### config.mk
export PLATFORM = sky130hd
export DESIGN_NAME = vga_text_console_ctrl
export DESIGN_NICKNAME = d
export VERILOG_FILES = /design/src/rtl/vga_text_console_ctrl.sv
export SDC_FILE = /design/constraint.sdc
export NUM_CORES = 1
export LEC_CHECK = 0
export CAP_MARGIN = 20
export CORE_UTILIZATION = 55
export DETAILED_ROUTE_END_ITERATION = 8
export GPL_TIMING_DRIVEN = 0
export PLACE_DENSITY = 0.91
export REMOVE_ABC_BUFFERS = 1
export SYNTH_ARGS = -nofsm -noshare
export SYNTH_HDL_FRONTEND = slang
export SYNTH_SLANG_ARGS = --single-unit
export TNS_END_PERCENT = 30
### constraint.sdc
create_clock -name clk -period 3.2 [get_ports clk]
set_clock_uncertainty 0.1 [all_clocks]
set_input_delay 0.64 -clock clk [delete_from_list [all_inputs] [get_ports clk]]
set_output_delay 0.64 -clock clk [all_outputs]
set_load 0.02 [all_outputs]
### src/rtl/vga_text_console_ctrl.sv
// Write-side controller for the 80x30 text buffer: turns a byte stream into
// registered single-cycle character writes, tracks the cursor and sweeps full-screen clears.
module vga_text_console_ctrl #(
  parameter int          COLS       = 80,
  parameter int          ROWS       = 30,
  parameter logic [7:0]  BLANK_CHAR = 8'h20,
  localparam int         AW         = $clog2(COLS*ROWS),
  localparam int         XW         = $clog2(COLS),
  localparam int         YW         = $clog2(ROWS)
) (
  input  logic          clk,
  input  logic          rst,
  input  logic [7:0]    data_i,
  input  logic          valid_i,
  output logic          ready_o,
  input  logic          clear_i,
  output logic [7:0]    char_o,
  output logic [AW-1:0] addr_o,
  output logic          wen_o,
  output logic [XW-1:0] cursor_x_o,
  output logic [YW-1:0] cursor_y_o,
  output logic          busy_o
);

  // Handshake: a byte is consumed on a rising edge where valid_i && ready_o;
  // ready_o depends only on state_q and clear_i, never on valid_i.
  typedef enum logic {ST_IDLE, ST_CLEAR} state_e;

  state_e        state_q, state_d;
  logic [XW-1:0] cur_x_q, cur_x_d;
  logic [YW-1:0] cur_y_q, cur_y_d;
  logic [AW-1:0] cnt_q,   cnt_d;
  logic [7:0]    char_q,  char_d;
  logic [AW-1:0] addr_q,  addr_d;
  logic          wen_q,   wen_d;
  logic          busy_q,  busy_d;

  logic [AW-1:0] lin_addr;
  logic [YW-1:0] next_row;

  assign ready_o    = (state_q == ST_IDLE) && !clear_i;
  assign char_o     = char_q;
  assign addr_o     = addr_q;
  assign wen_o      = wen_q;
  assign busy_o     = busy_q;
  assign cursor_x_o = cur_x_q;
  assign cursor_y_o = cur_y_q;

  // Largest product is (ROWS-1)*COLS+COLS-1, which fits AW bits by construction.
  assign lin_addr = AW'(cur_y_q) * AW'(COLS) + AW'(cur_x_q);
  assign next_row = (cur_y_q == YW'(ROWS-1)) ? '0 : cur_y_q + YW'(1);

  always_comb begin
    state_d = state_q;
    cur_x_d = cur_x_q;
    cur_y_d = cur_y_q;
    cnt_d   = cnt_q;
    char_d  = char_q;
    addr_d  = addr_q;
    wen_d   = 1'b0;
    busy_d  = busy_q;
    case (state_q)
      ST_IDLE: begin
        if (clear_i) begin
          state_d = ST_CLEAR;
          cnt_d   = '0;
          busy_d  = 1'b1;
        end else if (valid_i) begin
          if (data_i >= 8'h20) begin
            wen_d  = 1'b1;
            char_d = data_i;
            addr_d = lin_addr;
            if (cur_x_q == XW'(COLS-1)) begin
              cur_x_d = '0;
              cur_y_d = next_row;
            end else begin
              cur_x_d = cur_x_q + XW'(1);
            end
          end else begin
            case (data_i)
              8'h0A: begin
                cur_x_d = '0;
                cur_y_d = next_row;
              end
              8'h0D: cur_x_d = '0;
              8'h08: begin
                if (cur_x_q != '0) begin
                  cur_x_d = cur_x_q - XW'(1);
                  wen_d   = 1'b1;
                  char_d  = BLANK_CHAR;
                  addr_d  = lin_addr - AW'(1);
                end
              end
              8'h0C: begin
                state_d = ST_CLEAR;
                cnt_d   = '0;
                busy_d  = 1'b1;
              end
              default: ;
            endcase
          end
        end
      end
      ST_CLEAR: begin
        wen_d  = 1'b1;
        char_d = BLANK_CHAR;
        addr_d = cnt_q;
        if (cnt_q == AW'(COLS*ROWS-1)) begin
          state_d = ST_IDLE;
          cur_x_d = '0;
          cur_y_d = '0;
          busy_d  = 1'b0;
        end else begin
          cnt_d = cnt_q + AW'(1);
        end
      end
      default: state_d = ST_IDLE;
    endcase
  end

  always_ff @(posedge clk) begin
    if (rst) begin
      state_q <= ST_IDLE;
      cur_x_q <= '0;
      cur_y_q <= '0;
      cnt_q   <= '0;
      char_q  <= '0;
      addr_q  <= '0;
      wen_q   <= 1'b0;
      busy_q  <= 1'b0;
    end else begin
      state_q <= state_d;
      cur_x_q <= cur_x_d;
      cur_y_q <= cur_y_d;
      cnt_q   <= cnt_d;
      char_q  <= char_d;
      addr_q  <= addr_d;
      wen_q   <= wen_d;
      busy_q  <= busy_d;
    end
  end

endmodule

After elaboration in Yosys (flattened, before gate mapping) --
Index checks and enable logic that the tools add are counted.
Word-level totals: ROM bits 0, bits in latches 0, word-level logic and storage cells 98, bits of input ports 12, RAM bits 0, memories kept 0, flip-flop bits (word level) 47
Cells by class: reductions and logical operators 9, multiplexer cells 52, eq/ne operators 20, divide/modulo/power cells 0, add/sub/neg operators 6, shift operators 0, bitwise gates (word level) 1, magnitude comparators 1, $mul 1
Operators by type and width (number):
- 12-bit 2-to-1 mux | 10
- 12-bit one-hot mux with 2 select lines | 2
- 7-bit 2-to-1 mux | 6
- 8-bit 2-to-1 mux | 5
- 5-bit 2-to-1 mux | 7
- 8-bit by 4-bit equality test with 1-bit output (second input constant) | 4
- 7-bit one-hot mux with 2 select lines | 2
- 8-bit one-hot mux with 2 select lines | 1
- 1-bit 2-to-1 mux | 15
- 12-bit by 1-bit adder with 12-bit output (second input constant) | 1
- 12-bit by 7-bit adder with 12-bit output | 1
- 12-bit equality test (second input constant) | 1
- 4-bit AND reduction | 3
- 12-bit by 1-bit subtractor with 12-bit output (second input constant) | 1
- 5-bit one-hot mux with 2 select lines | 1
- 5-bit AND reduction | 2
- 3-bit by 1-bit != test with 1-bit output (second input constant) | 3
- 8-bit by 6-bit greater-or-equal comparator with 1-bit output (second input constant) | 1
- 5-bit by 3-bit multiplier with 8-bit output (second input constant) | 1
- 7-bit by 1-bit adder with 7-bit output (second input constant) | 1
- 7-bit equality test (second input constant) | 1
- 7-bit nonzero test | 1
- 7-bit by 1-bit subtractor with 7-bit output (second input constant) | 1
- 2-bit != test (second input constant) | 3
- other kinds (12) | 16

Longest topological paths before layout --
Gate-level depths: netlist of run 1.
depth after elaboration 9, depth in mapped cells 9

Worst setup path after synthesis of run 1 --
Ideal clock, no wire load.
path kind reg-to-reg, start register cur_y_q[1] (netlist: cursor_y_o[1]), end register addr_q[11] (netlist: addr_o[11]), required time 2963 ps, path slack 436 ps, period minus slack after synthesis 2764 ps, path buffers 0, cell stages (with the launch flop) 10, data arrival time 2527 ps, cells stage by stage dfxtp_1 -> ha_1 -> ha_1 -> fa_1 -> nand2_1 -> a211oi_1 -> xnor3_1 -> nor3_2 -> xnor2_1 -> a31oi_1
Between the ends: word-level cells in the longest chain between the ends 9
Ends and longest elaborated chain:
- from (decl) | RTL line 31 | logic [YW-1:0] cur_y_q, cur_y_d;
- from (signal assigned) | RTL line 134 | cur_y_q <= cur_y_d;
- 5-bit by 3-bit multiplier with 8-bit output (*) | RTL line 50 | assign lin_addr = AW'(cur_y_q) * AW'(COLS) + AW'(cur_x_q);
- 12-bit by 7-bit adder with 12-bit output (*) | RTL line 50
- 12-bit by 1-bit subtractor with 12-bit output | RTL line 91 | addr_d = lin_addr - AW'(1);
- 12-bit 2-to-1 mux | RTL line 87 | if (cur_x_q != '0) begin
- 12-bit 2-to-1 mux | RTL line 80 | case (data_i)
- 12-bit 2-to-1 mux (*) | RTL line 69 | if (data_i >= 8'h20) begin
- 12-bit 2-to-1 mux (*) | RTL line 68 | end else if (valid_i) begin
- 12-bit 2-to-1 mux (*) | RTL line 64 | if (clear_i) begin
- 12-bit one-hot mux with 2 select lines (*) | RTL line 62 | case (state_q)
- to (signal assigned) | RTL line 137 | addr_q <= addr_d;
- to (decl) | RTL line 34 | logic [AW-1:0] addr_q, addr_d;
Mark *: on every way between the ends. The rest lies on a longest branch, timed or not. The select of a mux whose other input is x is not followed. A chain may end at the register's enable or synchronous reset.

Worst setup path in the final report of run 1 --
start input data_i[2], end register addr_q[11] (netlist: addr_o[11])
Between the ends: word-level cells in the longest chain between the ends 5, elaborated cells between the ends (all ways) 9
Ends and longest elaborated chain:
- from (decl) | RTL line 13 | input logic [7:0] data_i,
- 8-bit by 6-bit greater-or-equal comparator with 1-bit output | RTL line 69
- 12-bit 2-to-1 mux | RTL line 69
- 12-bit 2-to-1 mux | RTL line 68
- 12-bit 2-to-1 mux | RTL line 64
- 12-bit one-hot mux with 2 select lines | RTL line 62
Parallel ways exist; a longest one is shown, timed or not. The select of a mux whose other input is x is not followed.

==> flow_summary_export.csv, run 1 <==
group,metric,value,unit
place,place_ws,-0.144,ns
global_route,first_global_vias,2750,
synth,postSynthCellCount,382,
global_route,grt_overflow,0,
critical_path,crit_type,"input pin to flip-flop",
floorplanning,core,5510,µm²
layout,nNetsFinal,447,
detailed_routing,vias,2986,
synth,synth_seq_cells,47,
floorplanning,std_cell_rows,27,
place,port_buffers,46,
pwr,p_leak,1.33,nW
critical_path,crit_required,3.33,ns
detailed_routing,drc_errors,0,
layout,diodes,0,
clock_network,insertion_delay,0.31,ns
pwr,power,0.00140,W
floorplanning,die_w,77.6,µm
detailed_routing,drt_iter0_drc,211,
sta,fin_crit,3.07,ns
synth,avgSynthCellArea,8.22,µm²
critical_path,crit_arrival,3.20,ns
layout,areaGrowthSynthToFinish,19.4,%
clock_network,cts_setup_buffers,0,
synth,synthArstFlopShare,0,
global_route,grt_usage,0.259,
detailed_routing,viasPerCell,6.09,
layout,final_cell_mix,"46 x dfxtp_1, 46 x clkdlybuf4s50_1, 38 x nor2_1, 38 x nand2_1, 38 x a21oi_1",
global_route,grt_max_degree,27,
critical_path,crit_path_max_fanout,22,
layout,layout.cells.non_filler,490,
floorplanning,pin_count,47,
pwr,max-vdd-ir-drop,0.000184,V
worst_hold_path,min_path_type,"flip-flop to flip-flop",
critical_path,crit_path_end_kind,"flip-flop",
sta,finalSetupViolCount,0,
sta,timing.fmax,325,MHz
detailed_routing,totalWireLength,7.70,mm
floorplanning,start_util,0.570,
synth,yosys_warnings,0,
sta,hold_viol_final,0,
flow_run,maxCapViolations,0,
detailed_routing,antenna_left,0,
place,dp_cells,482,
clock_network,cts_max_path_buffers,2,
sta,worst_slack,0.125,ns
synth,synth-seq-area-share,0.300,
floorplanning,die_h,77.6,µm
synth,synth-edff-count,0,
global_route,antenna_found_initial,0,
global_route,grt_pass1_wl,12.5,mm
clock_network,clockRootBuffer,"clkbuf_8",
sta,worst_pin_slew,0.921,ns
critical_path,cp-start-kind,"input pin",
synth,synth_ff_type,"dfxtp_1",
sta,slew_violations,0,
detailed_routing,wire_per_inst,15.7,µm
clock_network,htree_levels,2,
synth,syn_area,3140,µm²
place,dp_hpwl,5.44,mm
clock_network,cts_sinks,47,
run_status,status,"finished, final reports clean",
sta,max_slew_margin,0.386,
clock_network,cts_buffers,5,
place,gp_congestion,0.894,
sta,period_share,0.961,
clock_network,ctsHoldBuffers,0,
layout,layout-drive-gt1-share,0.0837,
clock_network,clk_pin_slew,0.09,ns
floorplanning,die-area,6010,µm²
sta,rsz0062_at_grt,"no",
synth,synth_cell_type_count,67,
clock_network,cts_tree,"yes",
detailed_routing,firstDrtPassIters,5,
pwr,pwr_density_cell,372,nW/µm²
[stage by stage]
step | TNS, ns | hold slack [ns] | cell area [µm²] | utilization
floorplan | 0 | 0.359 | 3040 | -
global placement | -1.16 | 0.340 | 3590 | 0.651
detailed placement | -1.45 | 0.345 | 3610 | 0.656
CTS | 0 | 0.358 | 3750 | 0.681
global route | 0 | 0.382 | 3750 | 0.681
finish | 0 | 0.353 | 3750 | 0.681
[sequential cells by signal, summed over array words and instances (netlist names)]
signal,flops
addr_o,12
cursor_y_o,5
state_q,1
cursor_x_o,7
char_o,8
cnt_q,12
wen_o,1
busy_o,1
[cells by family after synthesis]
group                    after synthesis  synth area share
flip-flops                            47             0.300
adder cells (fa/ha/maj)               18            0.0765
AND/OR/NAND/NOR                      165             0.299
XOR/XNOR                              22            0.0658
AO/OA/AOI/OAI                        100             0.213
buffers and inverters                 30            0.0458
[cells in the mapped netlist (2+ instances only)]
library cell | number | area, µm²
nand2b_1 | 5 | 31.3
and3_1 | 7 | 43.8
clkbuf_1 | 11 | 41.3
fa_1 | 2 | 40.0
a211oi_1 | 7 | 52.6
nor3_2 | 3 | 30.0
or3b_1 | 2 | 17.5
xnor2_1 | 18 | 158
a21oi_1 | 38 | 190
nor3b_1 | 3 | 22.5
nand3b_1 | 4 | 30.0
inv_1 | 11 | 41.3
nor3b_2 | 3 | 37.5
buf_4 | 2 | 15.0
ha_1 | 16 | 200
o211ai_1 | 6 | 45.0
nor2b_1 | 5 | 31.3
or2_2 | 2 | 12.5
o21ai_0 | 16 | 80.1
o21ai_1 | 4 | 20.0
nor4_4 | 3 | 63.8
nand3_1 | 16 | 80.1
and2_1 | 5 | 31.3
dfxtp_1 | 47 | 941
or3_1 | 5 | 31.3
nor3_1 | 11 | 55.1
a21o_1 | 2 | 15.0
buf_2 | 4 | 20.0
a31oi_1 | 4 | 25.0
nor2_1 | 38 | 143
nand2_2 | 2 | 12.5
xor2_1 | 3 | 26.3
and4_1 | 3 | 26.3
o31ai_1 | 2 | 15.0
nand2_1 | 38 | 143
or3b_2 | 2 | 17.5
o21a_1 | 2 | 15.0
[layer usage]
layer | part of all wire | track usage | vias to the layer above
met5 | 0 | 0 | -
met4 | 0.030 | 0.125 | 0
met3 | 0.063 | 0.0412 | 28
met2 | 0.48 | 0.432 | 133
met1 | 0.43 | 0.324 | 1383
li1 | - | - | 1442
[what timing repair did]
item | CTS | global route
endpoints found under the hold margin | 0 | 0
endpoints found under the setup margin | 0 | 7
gates resized for setup | 0 | 1
[area by class of cell]
| cell class | count | area [µm²] |
|---|---|---|
| Timing Repair Buffer | 47 | 488 |
| Tap cell | 72 | 90.1 |
| Fill cell | 437 | 1760 |
| Sequential cell | 47 | 942 |
| Clock buffer | 6 | 72.6 |
| Multi-Input combinational cell | 305 | 2050 |
| Inverter | 11 | 41.3 |
| Clock inverter | 2 | 60.1 |
[worst max-delay path, stage by stage]
cell and delay (ns):
clkdlybuf4s50_1 0.57, or4b_1 0.58, a211oi_2 0.26, o22a_1 0.72, o221ai_1 0.24, a31oi_1 0.18
[worst paths after layout]
check                startpoint  slack, ns    endpoint  depth (start not counted)
hold / removal        addr_o[7]       0.35   addr_o[7]                          2
hold reg to reg       addr_o[7]       0.35   addr_o[7]                          2
setup / recovery      data_i[2]       0.13  addr_o[11]                          6
setup reg to reg  cursor_y_o[1]       0.32  addr_o[11]                          9
[report_power, final]
group	internal [W]	switching [W]
Sequential	0.000606	0.0000224
Clock	0.000313	0.000216
Combinational	0.0000990	0.000139
Total	0.00102	0.000377
No activity file was read; power rests on OpenSTA's default activity.
==> run 2, diff against run 1 <==
- CORE_UTILIZATION: 55 -> 49
- GPL_TIMING_DRIVEN: 0 -> unset
- PLACE_DENSITY: 0.91 -> 0.86
- clock period: 3.2 -> 2.7 ns (I/O delays scaled with it)
==> flow_summary_export.csv, run 2 (same netlist as run 1, synthesis figures left out) <==
group,metric,value,unit
run_status,status,"finished, final reports clean",
sta,setup_tns,0,ns
place,gp_congestion,0.906,
floorplanning,start_util,0.518,
layout,fillerInstances,490,
layout,final_cell_mix,"47 x dfxtp_1, 46 x clkdlybuf4s50_1, 46 x buf_4",
detailed_routing,vias,3190,
clock_network,cts_buffers,5,
detailed_routing,drc_errors,0,
clock_network,cts_tree,"yes",
clock_network,cts_max_path_buffers,2,
sta,period_share,0.983,
critical_path,crit_path_end_kind,"flip-flop",
global_route,grt_usage,0.262,
detailed_routing,viasPerCell,5.92,
detailed_routing,antenna_left,0,
pwr,power,0.00154,W
worst_hold_path,min_path_type,"flip-flop to flip-flop",
layout,nNetsFinal,493,
floorplanning,die_w,82.0,µm
global_route,antenna_found_initial,0,
critical_path,r2r_setup_slack,0.04,ns
critical_path,reg2reg_to,"addr_o[10]",
worst_hold_path,min_path_cells,2,
flow_run,maxCapViolations,0,
sta,worst_slack,0.0449,ns
pwr,p_leak,1.55,nW
sta,whs,0.358,ns
worst_hold_path,hp-start,"char_o[4]",
critical_path,r2r_start,"cursor_y_o[3]",
pwr,max-vdd-ir-drop,0.000280,V
detailed_routing,totalWireLength,8.33,mm
critical_path,cp-start-kind,"flip-flop",
layout,diodes,0,
layout,post-route-util,0.674,
floorplanning,die_h,82.0,µm
layout,areaGrowthSynthToFinish,30.2,%
global_route,grt_pass1_wl,13.6,mm
layout,layout-drive-gt1-share,0.188,
place,port_buffers,46,
floorplanning,std_cell_rows,28,
sta,worst_pin_slew,0.618,ns
clock_network,cts_sinks,47,
detailed_routing,wire_per_inst,15.5,µm
critical_path,crit_arrival,2.76,ns
clock_network,ctsHoldBuffers,0,
clock_network,clk_pin_slew,0.09,ns
floorplanning,core,6060,µm²
clock_network,clockRootBuffer,"clkbuf_8",
floorplanning,die-area,6730,µm²
sta,fin_crit,2.66,ns
global_route,grt_overflow,0,
floorplanning,pin_count,47,
sta,hold_viol_final,0,
global_route,first_global_vias,2951,
clock_network,htree_levels,2,
sta,slew_violations,0,
sta,finalSetupViolCount,0,
clock_network,insertion_delay,0.31,ns
place,place_ws,-0.173,ns
detailed_routing,firstDrtPassIters,5,
critical_path,crit_type,"flip-flop to flip-flop",
detailed_routing,drt_iter0_drc,226,
pwr,pwr_density_cell,377,nW/µm²
place,dp_hpwl,6.22,mm
worst_hold_path,hold_end,"char_o[4]",
sta,max_slew_margin,0.585,
critical_path,crit_required,2.81,ns
critical_path,reg2regPathDepth,9,
layout,final_common_cell,"dfxtp_1",
critical_path,crit_path_max_fanout,4,
global_route,grt_max_degree,21,
sta,timing.fmax,377,MHz
==> run 2: how the worst max path moves through the flow <==
stage	startpoint	slack [ns]	to
floorplan	cursor_y_o[1]	-0.07	addr_o[11]
global placement	data_i[7]	-0.09	cnt_q[9]
detailed placement	data_i[7]	-0.17	cnt_q[9]
CTS	cursor_y_o[1]	0.008	addr_o[11]
global route	cursor_y_o[2]	-0.03	addr_o[11]
finish	cursor_y_o[3]	0.04	addr_o[10]
==> run 2: layout make-up <==
| class | count | area (µm²) | area share |
|---|---|---|---|
| multi-input combinational | 305 | 2090 | 0.510 |
| sequential | 47 | 941 | 0.230 |
| timing repair buffer | 93 | 826 | 0.202 |
| tap | 75 | 93.8 | 0.0230 |
| clock buffer | 6 | 82.6 | 0.0202 |
| inverter | 11 | 41.3 | 0.0101 |
| clock inverter | 2 | 16.3 | 0.00398 |
==> run 2: critical path, stage by stage (launching register included) <==
cell and delay (ns):
dfxtp_1 0.32, ha_1 0.32, ha_2 0.20, fa_2 0.61, nand2_2 0.10, a211oi_2 0.22
xnor3_1 0.29, buf_4 0.16, xnor2_1 0.15, o21ai_1 0.09
==> run 2: metrics by stage <==
step	std cells	instance area [µm²]
after global routing	539	4090
after detailed placement	528	3930
after floorplan	363	3040
after CTS	537	4050
after global placement	528	3930
final	539	4090
==> run 2: layer usage <==
metal | GRT usage | wire length [µm] | vias to the layer above
li1 | - | - | 1538
met1 | 0.345 | 3720 | 1503
met2 | 0.436 | 3970 | 127
met3 | 0.0378 | 485 | 22
met4 | 0.0860 | 161 | 0
met5 | 0 | 0 | -
==> run 2: power by group <==
part / leakage (nW) / internal (W) / switching, W
sequential: 0.382 / 0.000718 / 0.0000160
clock: 0.0474 / 0.000209 / 0.000257
combinational: 1.12 / 0.000155 / 0.000185
total: 1.55 / 0.00108 / 0.000458
==> run 2: timing repair <==
action,4_1_cts,5_1_grt
gates resized for setup,2,5
setup buffers,1,2
pin swaps,0,5
setup endpoints to repair,2,3
==> run 3, diff against run 2 <==
- CORE_UTILIZATION: 49 -> 25
- PLACE_DENSITY: 0.86 -> 0.55
==> flow_summary_export.csv, run 3 (same netlist as run 1, synthesis figures left out) <==
group,metric,value,unit
run_status,status,"finished, final reports clean",
pwr,combPwrFrac,0.184,
sta,max_slew_margin,0.585,
clock_network,ctsHoldBuffers,0,
pwr,max-vdd-ir-drop,0.000234,V
critical_path,cp_top_family,"compound AO/OA/AOI/OAI gates",
critical_path,path_buf_inv,2,
floorplanning,start_util,0.259,
clock_network,clk_pin_slew,0.07,ns
detailed_routing,drc_errors,0,
critical_path,worstPathCellList,"clkdlybuf4s50_1 > or4_1 > a211oi_2 > o32a_1 > buf_4 > a21oi_1 > a211oi_1",
sta,fin_crit,2.60,ns
layout,seq_area,948,µm²
clock_network,cts_max_path_buffers,2,
layout,diodes,0,
floorplanning,core,12100,µm²
layout,final_common_cell,"clkdlybuf4s50_1",
global_route,grt_pass1_wl,14.6,mm
sta,timing.fmax,385,MHz
floorplanning,die_w,114,µm
critical_path,crit_path_end_kind,"flip-flop",
clock_network,htree_levels,2,
detailed_routing,routed-wl-met2,4.16,mm
global_route,first_global_vias,2915,
detailed_routing,m1WireLength,4.09,mm
layout,fillerInstances,1273,
layout,layout-drive-gt1-share,0.206,
clock_network,cts_tree,"yes",
sta,hold_viol_final,0,
sta,setup_tns,0,ns
worst_hold_path,hold_end,"addr_o[4]",
detailed_routing,antenna_left,0,
detailed_routing,viasPerCell,4.75,
sta,worst_pin_slew,0.621,ns
detailed_routing,vias,3004,
sta,worst_slack,0.103,ns
place,dp_hpwl,6.60,mm
worst_hold_path,min_path_type,"flip-flop to flip-flop",
critical_path,crit_required,2.80,ns
floorplanning,die_h,114,µm
critical_path,r2r_start,"cursor_y_o[3]",
critical_path,crit_type,"input pin to flip-flop",
critical_path,reg2regPathDepth,10,
global_route,grt_usage,0.139,
critical_path,worst-path-stages,7,
floorplanning,pin_count,47,
sta,finalSetupViolCount,0,
layout,areaGrowthSynthToFinish,39.0,%
detailed_routing,totalWireLength,8.68,mm
worst_hold_path,min_path_cells,2,
layout,nNetsFinal,494,
critical_path,crit_path_max_fanout,7,
clock_network,insertion_delay,0.28,ns
floorplanning,std_cell_rows,40,
pwr,power,0.00188,W
layout,final_cell_mix,"46 x clkdlybuf4s50_1, 45 x buf_4, 43 x dfxtp_1",
sta,period_share,0.962,
pwr,netSwitchingPower,0.000467,W
place,port_buffers,46,
floorplanning,die-area,13000,µm²
sta,slew_violations,0,
detailed_routing,wire_per_inst,13.7,µm
critical_path,cpPeakStageDelay,0.56,ns
place,place_ws,-0.164,ns
place,dp_cells,623,
global_route,grt_max_degree,17,
critical_path,r2r_setup_slack,0.13,ns
pwr,swShare,0.249,
clock_network,cts_sinks,47,
critical_path,cp-start-kind,"input pin",
pwr,clockPowerShare,0.423,
detailed_routing,dr.max_layer_used,"met4",
pwr,p_int,0.00141,W
clock_network,cts_buffers,5,
sta,whs,0.353,ns
global_route,antenna_found_initial,0,
pwr,sequentialPowerShare,0.393,
clock_network,clockRootBuffer,"clkbuf_16",
critical_path,reg2reg_to,"addr_o[11]",
flow_run,maxCapViolations,0,
layout,layout.cells.non_filler,633,
critical_path,critical-path-slowest-cell,"or4_1",
detailed_routing,wl_met3,348,µm
worst_hold_path,hp-start,"addr_o[4]",
layout,multiInputGateArea,2120,µm²
pwr,p_leak,1.59,nW
detailed_routing,firstDrtPassIters,4,
critical_path,crit_arrival,2.69,ns
detailed_routing,drt_iter0_drc,103,
global_route,grt_overflow,0,
place,gp_congestion,0.876,
pwr,pwr_density_cell,430,nW/µm²
run 3: changes by cell type in the layout (fill, tap and decap cells not counted), moves of 2 or more:
cell / previous run / this run
xnor2_1: 17 / 15
xnor2_2: 1 / 3
dfxtp_1: 47 / 43
dfxtp_2: 0 / 3
bufinv_16: 0 / 2
ha_1: 15 / 13
buf_12: 1 / 3
clkbuf_8: 6 / 0
clkbuf_16: 0 / 5
run 3: layer usage:
layer  vias to the layer above  track usage
li1                       1529            -
met5                         -            0
met2                        63        0.232
met3                         9       0.0206
met4                         0       0.0329
met1                      1403        0.189
run 3: worst max path at each step:
stage	from	to	slack, ns
final	data_i[0]	cursor_x_o[2]	0.10
after global routing	cursor_y_o[3]	addr_o[11]	-0.03
after CTS	cursor_y_o[1]	addr_o[11]	0.03
after detailed placement	data_i[0]	cursor_x_o[2]	-0.16
after global placement	data_i[5]	cursor_y_o[2]	-0.13
after floorplan	cursor_y_o[1]	addr_o[11]	-0.07
run 3: layout make-up:
| cell class | count | share of cell area |
|---|---|---|
| multi-input combinational | 305 | 0.485 |
| sequential | 47 | 0.217 |
| timing repair buffer | 94 | 0.197 |
| tap | 168 | 0.0482 |
| clock buffer | 6 | 0.0295 |
| clock inverter | 2 | 0.0138 |
| inverter | 11 | 0.00946 |
run 3: worst reg2reg max path, cell delays in order, from the launching register on:
cell	delay, ns
dfxtp_2	0.34
ha_4	0.26
ha_2	0.18
fa_2	0.44
buf_4	0.15
nor2b_1	0.12
a31oi_1	0.20
o2111ai_2	0.20
nor3_2	0.23
xnor2_1	0.14
a31oi_1	0.10
run 3: timing repair:
| item | in CTS | in global routing |
|---|---|---|
| setup endpoints to repair | 0 | 4 |
| endpoints found under the hold margin | 0 | 0 |
| setup buffers | 0 | 2 |
| gates resized for setup | 0 | 17 |
run 3: power groups by stage:
stage                     logic, W  clock network [W]  registers (W)
after detailed placement  0.000344                  0       0.000755
after global routing      0.000375           0.000843       0.000741
after global placement    0.000343                  0       0.000754
after CTS                 0.000345           0.000820       0.000739
final                     0.000346           0.000795       0.000738
after floorplan           0.000131                  0       0.000783
run 3: stage by stage:
step | utilization | instance area (µm²)
after detailed placement | 0.338 | 4090
after global placement | 0.338 | 4090
after CTS | 0.353 | 4280
after floorplan | - | 3040
after global routing | 0.360 | 4360
final | 0.360 | 4360
==> RTL change, RTL diff (settings of run 3) <==
Remove the case item `8'h08` of the case on `data_i`.
--- a/src/rtl/vga_text_console_ctrl.sv
+++ b/src/rtl/vga_text_console_ctrl.sv
@@ -84,12 +84,4 @@
               end
               8'h0D: cur_x_d = '0;
-              8'h08: begin
-                if (cur_x_q != '0) begin
-                  cur_x_d = cur_x_q - XW'(1);
-                  wen_d   = 1'b1;
-                  char_d  = BLANK_CHAR;
-                  addr_d  = lin_addr - AW'(1);
-                end
-              end
               8'h0C: begin
                 state_d = ST_CLEAR;
Formal check against the unedited RTL: not equivalent (Yosys sat finds a counterexample within 4 cycles, from zero or initial values and one cycle with rst high).
==> RTL change against run 3 <==
Synthesized area decreased by 20%; power is 19% lower; routed wire length shrank 18%; non-clock buffer count shrank 12; sequential power down 3.3%; maximum frequency is 3.0% higher; sequential cell count unchanged; worst setup slack gained 77 ps; via count down 20%; critical path depth up 1; sequential share of layout area up 5.2 points; hold slack gained 10 ps; cell area is 20% lower; critical path type is now flop to flop; largest cell class unchanged.
==> RTL change: results (changes against run 3) <==
| Metric | Value |
|---|---|
| Post-synthesis adder-cell area fraction | `0.08084 (+0.004314)` |
| Layout cells sized above 1 | `0.1369 (-0.06958)` |
| Delay-heaviest family, CP | `adder cells` |
| Commonest cells in the netlist | `dfxtp_1, nor2_1, clkbuf_1, nand2_1, ha_1` |
| Pre-CTS WS | `-128.2 ps (+36.07 ps)` |
| VDD IR max | `0.0002387 V (+2.0%)` |
| Hold path startpoint | `char_o[5]$_SDFFE_PP0P_` |
| CP max-delay cell | `fa_1` |
| Worst-margin pin slew | `538.2 ps (-83.15 ps)` |
| Hold_ws | `362.9 ps (+10.39 ps)` |
| Layout Nets | `384 (-22%)` |
| Iter 0 DRT Violations | `155 (+50%)` |
| Worst setup path endpoint | `addr_o[10]$_SDFFE_PP0P_` |
| Vias per std cell | `4.925 (+3.8%)` |
| First-pass GRT wire length | `12050 µm (-17%)` |
| Vias in the first global route | `2350 (-19%)` |
| Clock Pin Slew Worst Setup and Hold Paths | `90 ps (+20 ps)` |
| Final WL | `7133 µm (-18%)` |
| Routed WL per cell | `14.53 µm (+5.9%)` |
| Dpl cells | `483 (-22%)` |
| CTS root buffer | `clkbuf_8` |
| Period Utilization, post-route | `0.9335 (-0.02838)` |
| Cell count after synthesis | `283 (-26%)` |
| Cell variety after synth | `54 (-19%)` |
| Cells on worst reg2reg path | `8 (-2)` |
| WP data arrival | `2600 ps (-90 ps)` |
| Pwr Total | `1524 µW (-19%)` |
| Total GRT Usage | `0.1490 (+0.009752)` |
| Synth Area in Compound Gates | `0.2091 (-0.004151)` |
| Largest net degree at the start of global routing | `26 (+9)` |
| Crit path launch | `cursor_y_o[1]$_SDFFE_PP0P_` |
| Synth top area cells | `dfxtp_1, ha_1, nor2_1` |
| Register area share after synthesis | `0.3752 (+0.07553)` |
| XOR/XNOR Fraction of Synth Area | `0.05439 (-0.01137)` |
| CP max FO | `3 (-4)` |
| Final RePlAce weighted congestion | `0.8107 (-7.5%)` |
| LEAKAGE | `0.001358 µW (-15%)` |
| Fillers | `1026 (-19%)` |
| TritonRoute pass-1 iters | `4 (unchanged)` |
| Worst R2R Setup Slack | `180 ps (+50 ps)` |
| Status | `finished, final reports clean` |
| Multiplexer share of the synthesized area | `0.008483 (+0.008483)` |
| DP Wirelength | `5458 µm (-17%)` |
RTL change: cell types whose count changed after synthesis, sizes merged, moves of 7 or more:
| cell | before | now |
|---|---|---|
| a21oi | 38 | 8 |
| nand2 | 40 | 14 |
| o21ai | 21 | 5 |
| a222oi | 0 | 11 |
| nor3 | 14 | 4 |
| xnor2 | 18 | 10 |
| a22oi | 0 | 7 |
| buf | 8 | 1 |
RTL change: layer usage:
metal | wire [µm] | global-route usage
met4 | 46 | 0.02967
met5 | 0 | 0
met1 | 3476 | 0.2074
met3 | 419 | 0.02668
met2 | 3190 | 0.2411
RTL change: final cells by class:
cell class	count	area, µm²	share of cell area
sequential	47	940.9	0.2697
inverter	11	41.29	0.01184
timing repair buffer	82	733.2	0.2102
tap	133	166.4	0.04770
clock buffer	6	72.57	0.02080
clock inverter	2	60.06	0.01722
multi-input combinational	210	1474	0.4225
RTL change: power breakdown:
group	internal (µW)	switching, µW
combinational	89.6	105
clock	370	245
sequential	705	9.24
total	1170	359
